`src/rtl/rca_seq_adder.sv`:
```
// Multi-cycle ripple-carry adder/subtractor: adds one CHUNK-bit slice per cycle, LSB slice first.
// Latency: out_valid rises NSTEP = WIDTH/CHUNK edges after the accepting edge; NSTEP+2 cycles per op at best.
// Backpressure: in_ready only in IDLE; result held in DONE until out_ready, inputs ignored meanwhile.
//
// Ports:
//   clk, rst_n            clock (rising edge), asynchronous active-low reset
//   in_valid / in_ready   operand handshake (a, b, cin, sub)
//   sub                   0: sum = a + b + cin ; 1: sum = a - b - cin
//   out_valid / out_ready result handshake (sum, cout, ovf, zero)
//   cout                  carry-out; for subtraction 1 means no borrow
//   ovf                   signed overflow
//   zero                  sum == 0
module rca_seq_adder #(
    parameter int WIDTH = 32,
    parameter int CHUNK = 8
) (
    input  logic             clk,
    input  logic             rst_n,
    input  logic             in_valid,
    output logic             in_ready,
    input  logic [WIDTH-1:0] a,
    input  logic [WIDTH-1:0] b,
    input  logic             cin,
    input  logic             sub,
    output logic             out_valid,
    input  logic             out_ready,
    output logic [WIDTH-1:0] sum,
    output logic             cout,
    output logic             ovf,
    output logic             zero
);

    localparam int NSTEP = WIDTH / CHUNK;
    localparam int SW    = (NSTEP > 1) ? $clog2(NSTEP) : 1;

    typedef enum logic [1:0] {
        IDLE = 2'd0,
        CALC = 2'd1,
        DONE = 2'd2
    } state_t;

    state_t           state;
    state_t           state_nxt;
    logic [SW-1:0]    step;
    logic [WIDTH-1:0] a_r;
    logic [WIDTH-1:0] b_r;
    logic             c_r;

    logic             last;
    logic [CHUNK-1:0] a_sl;
    logic [CHUNK-1:0] b_sl;
    logic [CHUNK:0]   slice_res;
    logic [CHUNK-1:0] s_sl;
    logic             c_sl;
    logic             c_msb;
    logic [WIDTH-1:0] sum_nxt;

    assign last = (step == SW'(NSTEP - 1));

    // Current slice of the latched operands and its CHUNK+1 bit sum.
    assign a_sl      = a_r[int'(step) * CHUNK +: CHUNK];
    assign b_sl      = b_r[int'(step) * CHUNK +: CHUNK];
    assign slice_res = {1'b0, a_sl} + {1'b0, b_sl} + {{CHUNK{1'b0}}, c_r};
    assign s_sl      = slice_res[CHUNK-1:0];
    assign c_sl      = slice_res[CHUNK];

    // Carry into the slice's top bit recovered from the sum bit: s = a ^ b ^ c_in.
    // On the last slice this is the carry into bit WIDTH-1.
    assign c_msb = s_sl[CHUNK-1] ^ a_sl[CHUNK-1] ^ b_sl[CHUNK-1];

    // Full result after this slice is written, used for the zero flag.
    always_comb begin
        sum_nxt = sum;
        sum_nxt[int'(step) * CHUNK +: CHUNK] = s_sl;
    end

    // Handshake outputs come straight from the state register.
    assign in_ready  = (state == IDLE);
    assign out_valid = (state == DONE);

    always_ff @(posedge clk or negedge rst_n) begin
        if (!rst_n) begin
            state <= IDLE;
        end else begin
            state <= state_nxt;
        end
    end

    always_comb begin
        state_nxt = state;
        case (state)
            IDLE:    if (in_valid)  state_nxt = CALC;
            CALC:    if (last)      state_nxt = DONE;
            DONE:    if (out_ready) state_nxt = IDLE;
            default:                state_nxt = IDLE;
        endcase
    end

    always_ff @(posedge clk or negedge rst_n) begin
        if (!rst_n) begin
            step <= '0;
            a_r  <= '0;
            b_r  <= '0;
            c_r  <= 1'b0;
            sum  <= '0;
            cout <= 1'b0;
            ovf  <= 1'b0;
            zero <= 1'b0;
        end else begin
            case (state)
                IDLE: begin
                    if (in_valid) begin
                        // Subtraction as a + ~b + ~borrow_in.
                        a_r  <= a;
                        b_r  <= sub ? ~b : b;
                        c_r  <= sub ? ~cin : cin;
                        step <= '0;
                        sum  <= '0;
                    end
                end
                CALC: begin
                    sum <= sum_nxt;
                    c_r <= c_sl;
                    if (last) begin
                        cout <= c_sl;
                        ovf  <= c_msb ^ c_sl;
                        zero <= (sum_nxt == '0);
                    end else begin
                        step <= step + 1'b1;
                    end
                end
                default: ;
            endcase
        end
    end

endmodule

```
`config.mk`:
```
export PLATFORM = sky130hd
export DESIGN_NAME = rca_seq_adder
export DESIGN_NICKNAME = d
export VERILOG_FILES = /design/src/rtl/rca_seq_adder.sv
export SDC_FILE = /design/constraint.sdc
export NUM_CORES = 1
export LEC_CHECK = 0
export ABC_AREA = 0
export ABC_CLOCK_PERIOD_IN_PS = 6790
export BUFFER_PORTS_ARGS = -buffer_cell sky130_fd_sc_hd__buf_2
export CAP_MARGIN = 30
export CORE_AREA = 2 2 87 131
export CTS_CLUSTER_SIZE = 40
export DETAILED_ROUTE_END_ITERATION = 6
export DIE_AREA = 0 0 89 133
export PLACE_DENSITY = 0.72
export SETUP_SLACK_MARGIN = 0.02
export SLEW_MARGIN = 20
export SYNTH_ARGS = -nofsm -noshare
export SYNTH_HDL_FRONTEND = slang
export SYNTH_SLANG_ARGS = --single-unit
```
`constraint.sdc`:
```
create_clock -name clk -period 6.79 [get_ports clk]
set_input_delay 0.3395 -clock clk [delete_from_list [all_inputs] [get_ports clk]]
set_output_delay 0.3395 -clock clk [all_outputs]
set_load 0.03 [all_outputs]
```
== Yosys cells after proc, flatten, opt, wreduce, memory -nomap -nowiden ==
Cells that the tools add are included.

* Reduce and logical (&&, ||, !) cells: 8
* Bitwise operators: 5
* Multiplexer cells: 14
* Shift-type cells: 4
* Add/subtract/negate cells: 4
* Equality and inequality tests: 7

{| class="wikitable"
|+ Operators with widths
! cell !! number
|-
| $mux W32 || 2
|-
| $pmux W32 S2 || 1
|-
| $shiftx A32 B6 Y8 || 2
|-
| $neg A5 Y33 || 1
|-
| $shift A8 B33 Y32 const A || 1
|-
| $shiftx A8 B33 Y32 || 1
|-
| $bwmux W32 || 1
|-
| $logic_not A32 Y1 || 1
|-
| $not A32 Y32 || 1
|-
| $mux W2 || 5
|-
| $add A8 B8 Y9 || 1
|-
| $add A9 B1 Y9 || 1
|-
| $ne A2 B2 Y1 const B || 3
|-
| $pmux W2 S3 || 1
|-
| $reduce_and A2 Y1 || 3
|-
| $reduce_and A3 Y1 || 2
|-
| $eq A2 B2 Y1 const B || 2
|-
| $pmux W2 S2 || 1
|-
| $xor A1 B1 Y1 || 3
|-
| $add A2 B1 Y2 const B || 1
|-
| $eq A2 B1 Y1 const B || 1
|-
| $logic_not A2 Y1 || 1
|-
| $mux W1 || 2
|-
| $ne A2 B1 Y1 const B || 1
|-
| other kinds (3) || 3
|}

* Logic and storage cells: 51
* Bits of input ports: 70
* Output and inout port bits: 37
* Flip-flop bits (word level): 104

== Logic depth before layout (Yosys ltp) ==
* Word-level depth: 6
* Gate-level depth with buffers: 12
* Mapped depth without buffers: 10

== Worst setup path after synthesis ==
OpenSTA, ideal clock, no wires.

* Path type: register to register
* From: reg step[0]
* To: reg zero
* Cell stages (with the launch flop): 11
* Buffers on the path: 2
* Setup time: 0.121 ns
* Clock period less this slack: 3.003 ns
* Setup slack: 3.787 ns
* Required time: 6.669 ns
* Arrival time: 2.882 ns
* Path through: dfrtp_1 -> buf_6 -> buf_4 -> mux4_2 -> fa_1 -> a211oi_1 -> o21ai_0 -> xor2_1 -> nand2_1 -> a31o_1 -> a22o_1

* Longest elaborated chain between the ends: 6
* Elaborated cells between the ends (all ways): 11
* Those cells by class: 3 x add/sub; 1 x eq/ne; 4 x shift; 1 x mux; 2 x reduce/logical

{| class="wikitable"
|+ Ends and longest elaborated chain
! element !! line !! RTL
|-
| start: declaration || 44 || <nowiki>logic [SW-1:0] step;</nowiki>
|-
| start signal: assignment || 129 || <nowiki>step <= step + 1'b1;</nowiki>
|-
| $shiftx A32 B6 Y8, on equally long branches || 61, 62 ||
|-
| $add A8 B8 Y9 || 63 || <nowiki>assign slice_res = {1'b0, a_sl} + {1'b0, b_sl} + {{CHUNK{1'b0}}, c_r};</nowiki>
|-
| $add A9 B1 Y9 || 63 ||
|-
| $shiftx A8 B33 Y32 || 74 || <nowiki>sum_nxt[int'(step) * CHUNK +: CHUNK] = s_sl;</nowiki>
|-
| $bwmux W32 || 74 ||
|-
| $logic_not A32 Y1 || 127 || <nowiki>zero <= (sum_nxt == '0);</nowiki>
|-
| end signal: assignment || 127 ||
|-
| end: declaration || 30 || <nowiki>output logic zero</nowiki>
|}

Several ways; a longest one is shown, not always the timed one.
A chain may end at the register's enable or synchronous reset.

== Final worst setup path ==
Same ends and word-level chain as after synthesis.

==> run summary <==
Core Box Area = 10800 sq um
Gpl congestion = 0.948
Number of instances in the synthesized netlist = 500
Filler Cells Inserted = 983
Final instance count without filler cells = 751
Buffer type at the clock tree root = sky130_fd_sc_hd__clkbuf_16
Via count of the first global-routing pass = 4192
Kind of critical path = reg2reg
DIE WIDTH = 89 um
Startpoint types = flop
Count of endpoints failing hold in the final timing report = 0
Dominant cell type by area after synthesis = sky130_fd_sc_hd__dfrtp_1
Count of nets left with antenna violations after detail routing = 0
Area delta synth->final = 18.0%
Number of remaining DRC errors = 0
Combined global-route utilization of all metal layers = 22.5%
Met1 Track Usage GR = 26.6%
DR vias/cell = 5.40
Required time worst endpoint = 7.03 ns
Final layout net count = 684
Share of the yosys chip area belonging to registers = 49.9%
# setup viols final = 0
Buffers on Ports = 106
HP Class = in2reg
Maximum buffer depth of the clock tree = 2
Unique cell type count in the Yosys netlist = 47
Grt peak-use layer = met2
Global-route met3 utilization = 4.62%
Global routing usage on met2 = 37.5%
Clock tree from TritonCTS = done
Post-synth ARST share = 100%
Count of pins over their slew limit = 0
Status = finished clean
Routed wire length = 12400 um
Number of enable flip-flop cells after synthesis = 0
Mean cell area of the mapped netlist = 10.4 sq um
Instance count after placement with tap cells included = 733
Number of buffers created by CTS = 9
CP Capture Type = flop
Fraction of final layout cells with drive strength greater than 1 = 25.3%
Pin count of the biggest net entering global routing = 101
Die H = 133 um
DR pass1 iterations = 4
RSZ-0062 raised after global routing = no
Max VDD drop = 252 uV
Primary flip-flop cell chosen by synthesis mapping = sky130_fd_sc_hd__dfrtp_1
Remaining global-route overflow = 0
Post-synthesis sequential element count = 104
Static leakage power = 3.04 nW
Overall die area = 11800 sq um
Final clock skew = 0.00851 ns
Worst-case hold slack = 0.178 ns
Cell Area, Synth = 5210 sq um
Total Negative Setup Slacks = 0 ns
Cell types with the highest counts after synthesis = 137 x sky130_fd_sc_hd__nand2_1, 104 x sky130_fd_sc_hd__dfrtp_1, 40 x sky130_fd_sc_hd__o21ai_0
Period Utilization, post-route = 49.8%
Iter 0 DRT Violations = 251
Synth area leaders = sky130_fd_sc_hd__dfrtp_1 50%, sky130_fd_sc_hd__nand2_1 9.9%, sky130_fd_sc_hd__mux4_2 6.9%, sky130_fd_sc_hd__xnor2_1 6.2%, sky130_fd_sc_hd__a22o_1 4.9%
Placed wire-length estimate after detailed placement = 9280 um
Max Clock Freq = 0.296 GHz
Syn_nets = 585
Leading cell type by number of instances after synthesis = sky130_fd_sc_hd__nand2_1
Worst rel slew slack = 41.4%
Clock latency reported for the late side of the worst-skew pair = 0.35 ns
Initial antenna violation count = 0
CTS Sinks = 104
Yosys top cell area share = 49.9%
Total via count in the routed design = 4059
Count of cells resized by post-cts repair = 0
Data arrival time of the critical path = 3.62 ns
Total power per unit cell area = 591 nW/um^2
Warnings, synthesis = 0
Initial cell density of the core = 48.2%
Transition time at the pin with the least slew margin = 0.873 ns
First-pass GRT wire length = 20400 um
Max-Cap Viols = 0
Worst-path maximum fanout = 30
I/O pin total = 107
Reg clk slew, reported paths = 0.07 ns
Clock period minus worst slack = 3.38 ns
Post-detailed-route wirelength per cell = 16.6 um
Floorplan row count = 47
Number of inserted diodes = 0
H-tree levels = 3
==> layer usage <==
layer | wire length, um | vias to the layer above
met3 | 565 | 38
met1 | 4730 | 1959
li1 | - | 1928
met5 | 0 | -
met4 | 590 | 0
met2 | 6550 | 134
==> critical path: stages (launching register included) <==
cell and delay [ns]:
sky130_fd_sc_hd__dfrtp_1 0.33, sky130_fd_sc_hd__buf_4 0.38, sky130_fd_sc_hd__mux4_2 0.58, sky130_fd_sc_hd__fa_1 0.42
sky130_fd_sc_hd__a211oi_1 0.46, sky130_fd_sc_hd__nor2_1 0.12, sky130_fd_sc_hd__xor2_1 0.46, sky130_fd_sc_hd__a211oi_1 0.09
sky130_fd_sc_hd__a31o_1 0.23, sky130_fd_sc_hd__a22o_1 0.20
==> sequential cells by signal (all words and copies together), names as in the netlist <==
register	cells
b_r	32
c_r	1
sum	32
cout	1
a_r	32
step	2
zero	1
ovf	1
state	2
==> report_power, final <==
| part | internal, mW | switching, mW |
|---|---|---|
| Clock | 0.258 | 0.219 |
| Combinational | 0.807 | 1.29 |
| Sequential | 0.878 | 0.185 |
| Total | 1.94 | 1.69 |
==> through the flow <==
stage / instance area, sq um / utilization, % / power (mW) / setup WS (ns)
global placement: 5840 / 54.0 / 3.06 / 3.56
floorplan: 5210 / - / 2.58 / 3.79
finish: 6150 / 56.8 / 3.63 / 3.41
global route: 6150 / 56.8 / 3.90 / 3.16
CTS: 6140 / 56.8 / 3.63 / 3.41
detailed placement: 5870 / 54.2 / 3.14 / 3.43
==> cells by family after synthesis <==
| family | share of synthesized area (%) |
|---|---|
| fa+ha+maj | 3.89 |
| flops | 49.9 |
| mux | 7.76 |
| xor+xnor | 6.72 |
| buf+inv | 2.93 |
| simple gates | 14.8 |
| compound gates | 13.9 |
==> layout make-up <==
type	count	area, sq um	share of cell area (%)
Multi-Input combinational cell	363	2460	40.0
Sequential cell	104	2600	42.3
Timing Repair Buffer	113	606	9.85
Clock inverter	3	17.5	0.285
Clock buffer	13	250	4.07
Inverter	8	30.0	0.488
Tap cell	147	184	2.99
==> final timing paths <==
| check | start | end | slack, ns | depth (start not counted) |
|---|---|---|---|---|
| worst max-delay path | step[0] | zero | 3.41 | 9 |
| worst min register to register | a_r[29] | a_r[29] | 0.47 | 2 |
| min in group asynchronous | rst_n | a_r[0] | 0.41 | 2 |
| worst min-delay path | out_ready | state[1] | 0.18 | 2 |
| worst max register to register | step[0] | zero | 3.41 | 9 |
| max in group asynchronous | rst_n | b_r[7] | 5.38 | 4 |
==> cell usage in the layout (no fill, tap or decap), types with 8 or more instances in the layout <==
master / Yosys / final
sky130_fd_sc_hd__xnor2_1: 37 / 37
sky130_fd_sc_hd__inv_1: 8 / 8
sky130_fd_sc_hd__clkbuf_16: 0 / 9
sky130_fd_sc_hd__o21ai_0: 40 / 40
sky130_fd_sc_hd__buf_2: 5 / 105
sky130_fd_sc_hd__mux4_2: 16 / 16
sky130_fd_sc_hd__a21oi_1: 15 / 15
sky130_fd_sc_hd__nor2_1: 15 / 15
sky130_fd_sc_hd__nor4_1: 8 / 8
sky130_fd_sc_hd__ha_1: 13 / 13
sky130_fd_sc_hd__a22o_1: 29 / 29
sky130_fd_sc_hd__nand2_1: 137 / 136
sky130_fd_sc_hd__dfrtp_1: 104 / 104
==> repair_timing <==
item | 4_1_cts | 5_1_grt
setup endpoints to repair | 0 | 0
endpoints found under the hold margin | 21 | 0
setup buffers | 0 | 0
hold buffers | 1 | 0
Power figures use the tool's default switching activity.
